`src/rtl/pc_fetch_unit.sv`:
```
`default_nettype none
// +-----------------------------------------------------------------------------
// | pc_fetch_unit : fetch PC sequencer with imem ready handshake and redirects.
// | Optional PC_ALIGN_CHECK_EN: forces redirect targets word-aligned, adds misalign.
// | Revision: 1.0
// +-----------------------------------------------------------------------------
module pc_fetch_unit #(
  parameter int              n        = 16,
  parameter logic [n-1:0]    RESET_PC = '0
) (
  input  logic         clk,
  input  logic         reset,
  input  logic         stall,
  input  logic         imem_ready,
  input  logic         branch_taken,
  input  logic [n-1:0] branch_pc4,
  input  logic [n-1:0] branch_off_sl2,
  input  logic         jump,
  input  logic [n-1:0] jump_target,
  input  logic         jr,
  input  logic [n-1:0] jr_target,
  output logic [n-1:0] pc,
  output logic         imem_req,
  output logic [n-1:0] fetch_pc,
  output logic         fetch_valid,
`ifdef PC_ALIGN_CHECK_EN
  output logic         misalign,
`endif
  output logic         flush
);

  localparam logic [1:0] c_idle     = 2'd0;
  localparam logic [1:0] c_fetch    = 2'd1;
  localparam logic [1:0] c_wait     = 2'd2;
  localparam logic [1:0] c_redirect = 2'd3;
  localparam logic [n-1:0] c_four   = n'(4);

  logic [1:0]   r_state;
  logic [n-1:0] r_pc;
  logic [n-1:0] r_fetch_pc;
  logic         r_fetch_valid;
  logic         r_flush;
  logic         r_misalign;

  logic         w_redirect;
  logic [n-1:0] w_target_raw;
  logic [n-1:0] w_target;
  logic         w_misalign;
  logic         w_busy;

  assign w_redirect = jr | jump | branch_taken;
  assign w_busy     = (r_state == c_fetch) || (r_state == c_wait);

  // jr beats jump beats branch
  always_comb begin
    w_target_raw = branch_pc4 + branch_off_sl2;
    if (jr)
      w_target_raw = jr_target;
    else if (jump)
      w_target_raw = jump_target;
  end

`ifdef PC_ALIGN_CHECK_EN
  assign w_target   = {w_target_raw[n-1:2], 2'b00};
  assign w_misalign = |w_target_raw[1:0];
  assign misalign   = r_misalign;
`else
  assign w_target   = w_target_raw;
  assign w_misalign = 1'b0;
`endif

  always_ff @(posedge clk) begin
    if (reset) begin
      r_state       <= c_idle;
      r_pc          <= RESET_PC;
      r_fetch_pc    <= '0;
      r_fetch_valid <= 1'b0;
      r_flush       <= 1'b0;
      r_misalign    <= 1'b0;
    end else if (!stall) begin
      r_fetch_valid <= 1'b0;
      r_flush       <= 1'b0;
      r_misalign    <= 1'b0;
      if (r_state == c_idle) begin
        r_state <= c_fetch;
      end else if (w_redirect) begin
        // any in-flight completion this cycle is dropped
        r_pc       <= w_target;
        r_flush    <= 1'b1;
        r_misalign <= w_misalign;
        r_state    <= c_redirect;
      end else if (r_state == c_redirect) begin
        r_state <= c_fetch;
      end else if (imem_ready) begin
        r_fetch_pc    <= r_pc;
        r_pc          <= r_pc + c_four;
        r_fetch_valid <= 1'b1;
        r_state       <= c_fetch;
      end else begin
        r_state <= c_wait;
      end
    end
  end

  assign pc          = r_pc;
  assign imem_req    = w_busy & ~stall;
  assign fetch_pc    = r_fetch_pc;
  assign fetch_valid = r_fetch_valid;
  assign flush       = r_flush;

endmodule
`default_nettype wire

```
`config.mk`:
```
export PLATFORM = sky130hd
export DESIGN_NAME = pc_fetch_unit
export DESIGN_NICKNAME = d
export VERILOG_FILES = /design/src/rtl/pc_fetch_unit.sv
export SDC_FILE = /design/constraint.sdc
export NUM_CORES = 1
export LEC_CHECK = 0
export CAP_MARGIN = 20
export CORE_ASPECT_RATIO = 0.6
export CORE_MARGIN = 10
export CORE_UTILIZATION = 45
export CTS_CLUSTER_DIAMETER = 200
export CTS_CLUSTER_SIZE = 16
export DETAILED_ROUTE_END_ITERATION = 7
export PLACE_DENSITY = 0.81
export SYNTH_ARGS = -nofsm -noshare
export SYNTH_HDL_FRONTEND = slang
export SYNTH_SLANG_ARGS = --single-unit
```
`constraint.sdc`:
```
create_clock -name clk -period 2.8 [get_ports clk]
set_input_delay 0.56 -clock clk [delete_from_list [all_inputs] [get_ports clk]]
set_output_delay 0.56 -clock clk [all_outputs]
set_load 0.05 [all_outputs]
```
## Yosys cells after proc, flatten, opt, wreduce, memory -nomap -nowiden

Index checks and enable logic that the tools add are counted.

| storage, ports and cells | value |
|---|---|
| word-level logic and storage cells | 38 |
| output and inout port bits | 35 |
| register bits after elaboration | 36 |
| input port bits | 71 |

| operators by class | value |
|---|---|
| $add $sub $neg | 2 |
| reductions and logical operators | 5 |
| bitwise operators | 7 |
| muxes and demuxes | 15 |
| equal/unequal tests | 4 |

Operators by type and width:

| cell | number |
|---|---|
| 16-bit 2-to-1 mux | 5 |
| 16-bit adder | 1 |
| 16-bit by 3-bit adder with 16-bit output (second input constant) | 1 |
| 2-bit 2-to-1 mux | 4 |
| 1-bit 2-to-1 mux | 6 |
| 5-bit AND reduction | 1 |
| 2-bit equality test (second input constant) | 2 |
| 1-bit NOT | 4 |
| 4-bit AND reduction | 1 |
| 2-bit by 1-bit equality test with 1-bit output (second input constant) | 1 |
| 2-bit zero test | 1 |
| 2-bit inequality test (second input constant) | 1 |
| 1-bit OR | 2 |
| 2-bit nonzero test | 1 |
| 1-bit bitwise AND | 1 |
| 1-bit logical OR | 1 |

## Longest topological paths before layout

| logic depth | value |
|---|---|
| depth after elaboration | 4 |
| gate-level depth with buffers | 9 |

## Worst setup path before layout

No wires, ideal clock.

| timing path | value |
|---|---|
| path kind | input -> register |
| start | in branch_pc4[0] |
| end | reg r_pc[12] (netlist: pc[12]) |
| buffers on the path | 0 |
| arrival time | 2399 ps |
| library setup time | 79 ps |
| path slack | 322 ps |
| cell stages on the path | 9 |
| cells stage by stage | ha_1 inv_1 fa_1 nand2b_1 a2111oi_2 nor2_1 a21oi_1 or4b_1 o211ai_1 |

| between the ends | value |
|---|---|
| word-level cells in the longest chain between the ends | 4 |

RTL lines:

| element | line | text |
|---|---|---|
| start, declared | 16 | `input logic [n-1:0] branch_pc4,` |
| 16-bit adder | 56 | `w_target_raw = branch_pc4 + branch_off_sl2;` |
| 16-bit 2-to-1 mux | 59 | `else if (jump)` |
| 16-bit 2-to-1 mux | 57 | `if (jr)` |
| 16-bit 2-to-1 mux | 86 | `end else if (w_redirect) begin` |
| end signal, assigned | 88 | `r_pc <= w_target;` |
| end signal, assigned | 96 | `r_pc <= r_pc + c_four;` |
| end, declared | 39 | `logic [n-1:0] r_pc;` |

Every way passes these cells.
A chain may end at the register's enable or synchronous reset.

## Final worst setup path

Same ends and word-level chain as after synthesis.

==> flow_summary.json <==
{
  "setup_violations": 0,
  "synth_cell_types": 65,
  "cts_made_buffers": 5,
  "async_flop_share_pct": 0,
  "root_buffer": "clkbuf_8",
  "diodes": 0,
  "clk_pin_slew_ns": 0.07,
  "grt_start_max_net_pins": 28,
  "hold_path.class": "reg2reg",
  "gp_congestion": 0.8921,
  "cts_buffer_depth": 2,
  "arrival_ns": 2.95,
  "crit_type": "in2reg",
  "drt_iter0_markers": 306,
  "timing.fmax_mhz": 365.4,
  "drc": 0,
  "stdcell_count": 585,
  "grt_pass1_vias": 3327,
  "n_fill_cell": 504,
  "outcome": "complete, no violations",
  "layout-drive-gt1-share_pct": 12.38,
  "slew_headroom_pct": 50.03,
  "htree_levels": 2,
  "ir_worst_vdd_v": 0.0002622,
  "postRouteAntennaNets": 0,
  "syn2layout_area_growth_pct": 52.88,
  "final_nets": 590,
  "rsz0062_at_grt": "true",
  "finalClockSkew_ns": 0.002848,
  "yosysWarnings": 0,
  "power_frac_comb_pct": 36.1,
  "synth_nets": 464,
  "ys.flop_type": "dfxtp_1",
  "post-route-period-util_pct": 97.73,
  "cts_hold_buf": 0,
  "timing.reg2reg.worst_path_depth": 7,
  "synth_compound_gate_area_share_pct": 30.43,
  "port_buffers": 105,
  "worstHoldPathCells": 2,
  "crit_path_start_kind": "input port",
  "wl_per_cell_um": 17.94,
  "syn_area_um2": 2820,
  "synthAdderAreaFrac_pct": 8.696,
  "worst-endpoint-required_ns": 3.01,
  "p_leak_nw": 1.618,
  "cts_sinks": 36,
  "power_density_nw_per_um2": 392.6,
  "pwr-share-clk_pct": 30.2,
  "hpwl_mm": 8.232,
  "worstPathMaxFanout": 2,
  "yosys.area_share.xor_xnor_pct": 3.727,
  "core_region_area_um2": 6083,
  "overflow": 0,
  "ys_seq_area_share_pct": 25.55,
  "switching_power_w": 0.0005528,
  "fin_util_pct": 70.88,
  "final_cell_mix": "clkdlybuf4s50_1, nand2_1, a21oi_1",
  "worstMarginPinSlew_ns": 0.7438,
  "synth_mux_area_share_pct": 1.420,
  "end_kind": "flip-flop",
  "synth_top_family_by_area": "compound AO/OA/AOI/OAI gates",
  "dieArea_um2": 9937,
  "regArea_um2": 720.7,
  "die_width_um": 122.2,
  "syn_inst": 374,
  "p_int_w": 0.001140,
  "drtPass1Iterations": 5,
  "ys_ff_latch": 36,
  "power.total_w": 0.001693,
  "slew_viol_final": 0,
  "grt_use_total_pct": 20.59,
  "syn_area_per_cell_um2": 7.541,
  "tritoncts": "yes",
  "vias": 3368,
  "die_h_um": 81.32,
  "synth-edff-count": 0,
  "fp-row-count": 22,
  "grt_pass1_wl_mm": 16.70,
  "dpl.cell_count": 574,
  "seqPwrFrac_pct": 33.7,
  "maxCapViolCount": 0,
  "vias_per_cell": 5.757,
  "multi_input_area_um2": 1994,
  "routed_wl_mm": 10.50,
  "synthSimpleGateAreaFrac_pct": 24.93,
  "hold_viol": 0,
  "layout_min_cycle_time_ns": 2.736,
  "antenna_found_initial": 0,
  "whs_ns": 0.4574,
  "swShare_pct": 32.66,
  "mostFrequentLayoutCell": "clkdlybuf4s50_1",
  "initial_core_util_pct": 46.36,
  "clk_latency_ns": 0.29,
  "io_pins": 106
}
==> power groups by stage <==
stage	Clock, W	Combinational [W]	Sequential (W)
after global routing	0.000544	0.000660	0.000576
after CTS	0.000514	0.000596	0.000570
after detailed placement	0	0.000586	0.000581
after global placement	0	0.000575	0.000581
after floorplan	0	0.000269	0.000640
final	0.000511	0.000611	0.000571
==> Yosys cell counts, types with 3 or more instances <==
cell type  number  area, µm²
nand2_1        64      240.2
a21oi_1        43      215.2
dfxtp_1        36      720.7
nor2_1         23      86.33
ha_1           18      225.2
o21ai_0        15      75.07
inv_1          11      41.29
nor3_1         10      50.05
buf_2           9      45.04
clkbuf_1        9      33.78
nand3_1         9      45.04
nor2b_1         9      56.30
xnor2_1         9      78.83
a211oi_1        7      52.55
o211ai_1        6      45.04
a21o_1          5      37.54
a31oi_1         5      31.28
nand2b_1        5      31.28
nand4_1         5      31.28
mux2i_1         4      40.04
o22ai_1         4      25.02
a2111oi_0       3      26.28
a222oi_1        3      30.03
and3_1          3      18.77
o21ai_1         3      15.01
xor2_1          3      26.28
==> cell type report <==
type,count,share of cell area (%)
well taps,84,2.438
clock buffers,7,2.234
inverters,11,0.9576
clock inverters,1,0.6965
repair buffers,140,30.70
flip-flops and latches,36,16.72
multi-input cells,306,46.26
==> metal layers <==
layer / up-vias / track usage (%) / part of all wire, %
li1: 1636 / - / -
met1: 1555 / 26.79 / 46
met2: 167 / 32.92 / 43
met3: 10 / 6.925 / 10
met4: 0 / 3.513 / 0.83
met5: - / 0 / 0
==> cell families (layout without fill, tap and decap cells) <==
kind of cell	Yosys count	count (layout)
AOI/OAI and AO/OA	126	126
xor gates and xnor gates	12	12
adders and majority gates	19	19
buffers and inverters	32	159
DFF	36	36
muxes	4	4
and+or+nand+nor	145	145
==> sequential cells by signal, summed over array words and instances, names as in the netlist <==
name         count
fetch_pc        16
flush            1
pc              16
fetch_valid      1
r_state          2
==> worst paths after layout <==
kind	startpoint	end	slack (ns)
max reg2reg	r_state[0]	pc[12]	0.64
min	fetch_pc[13]	fetch_pc[13]	0.46
max	branch_pc4[0]	pc[12]	0.06
min reg2reg	fetch_pc[13]	fetch_pc[13]	0.46
==> stage by stage <==
stage          setup slack [ns]  cell area (µm²)  setup TNS, ns
6_report                0.06364             4312              0
5_1_grt                -0.06929             4312       -0.06929
4_1_cts                 0.03735             4277              0
3_5_place_dp            -0.3768             4120        -0.9318
3_3_place_gp            -0.2840             4120        -0.5553
2_1_floorplan            0.3223             2820              0
==> repair_timing <==
| item | 4_1_cts | 5_1_grt |
|---|---|---|
| buffers inserted | 1 | 2 |
| endpoints found under the setup margin | 1 | 3 |
| gates resized for setup | 3 | 5 |
| endpoints found under the hold margin | 0 | 0 |
| pin swaps | 1 | 4 |
==> critical path, cell delays in order <==
cell,delay [ns]
clkdlybuf4s50_1,0.46
ha_1,0.17
inv_1,0.07
fa_2,0.35
nand2b_4,0.16
a2111oi_4,0.37
nor2_2,0.08
a21oi_2,0.16
or4b_4,0.47
o211ai_1,0.10
(Power assumes the default switching activity.)
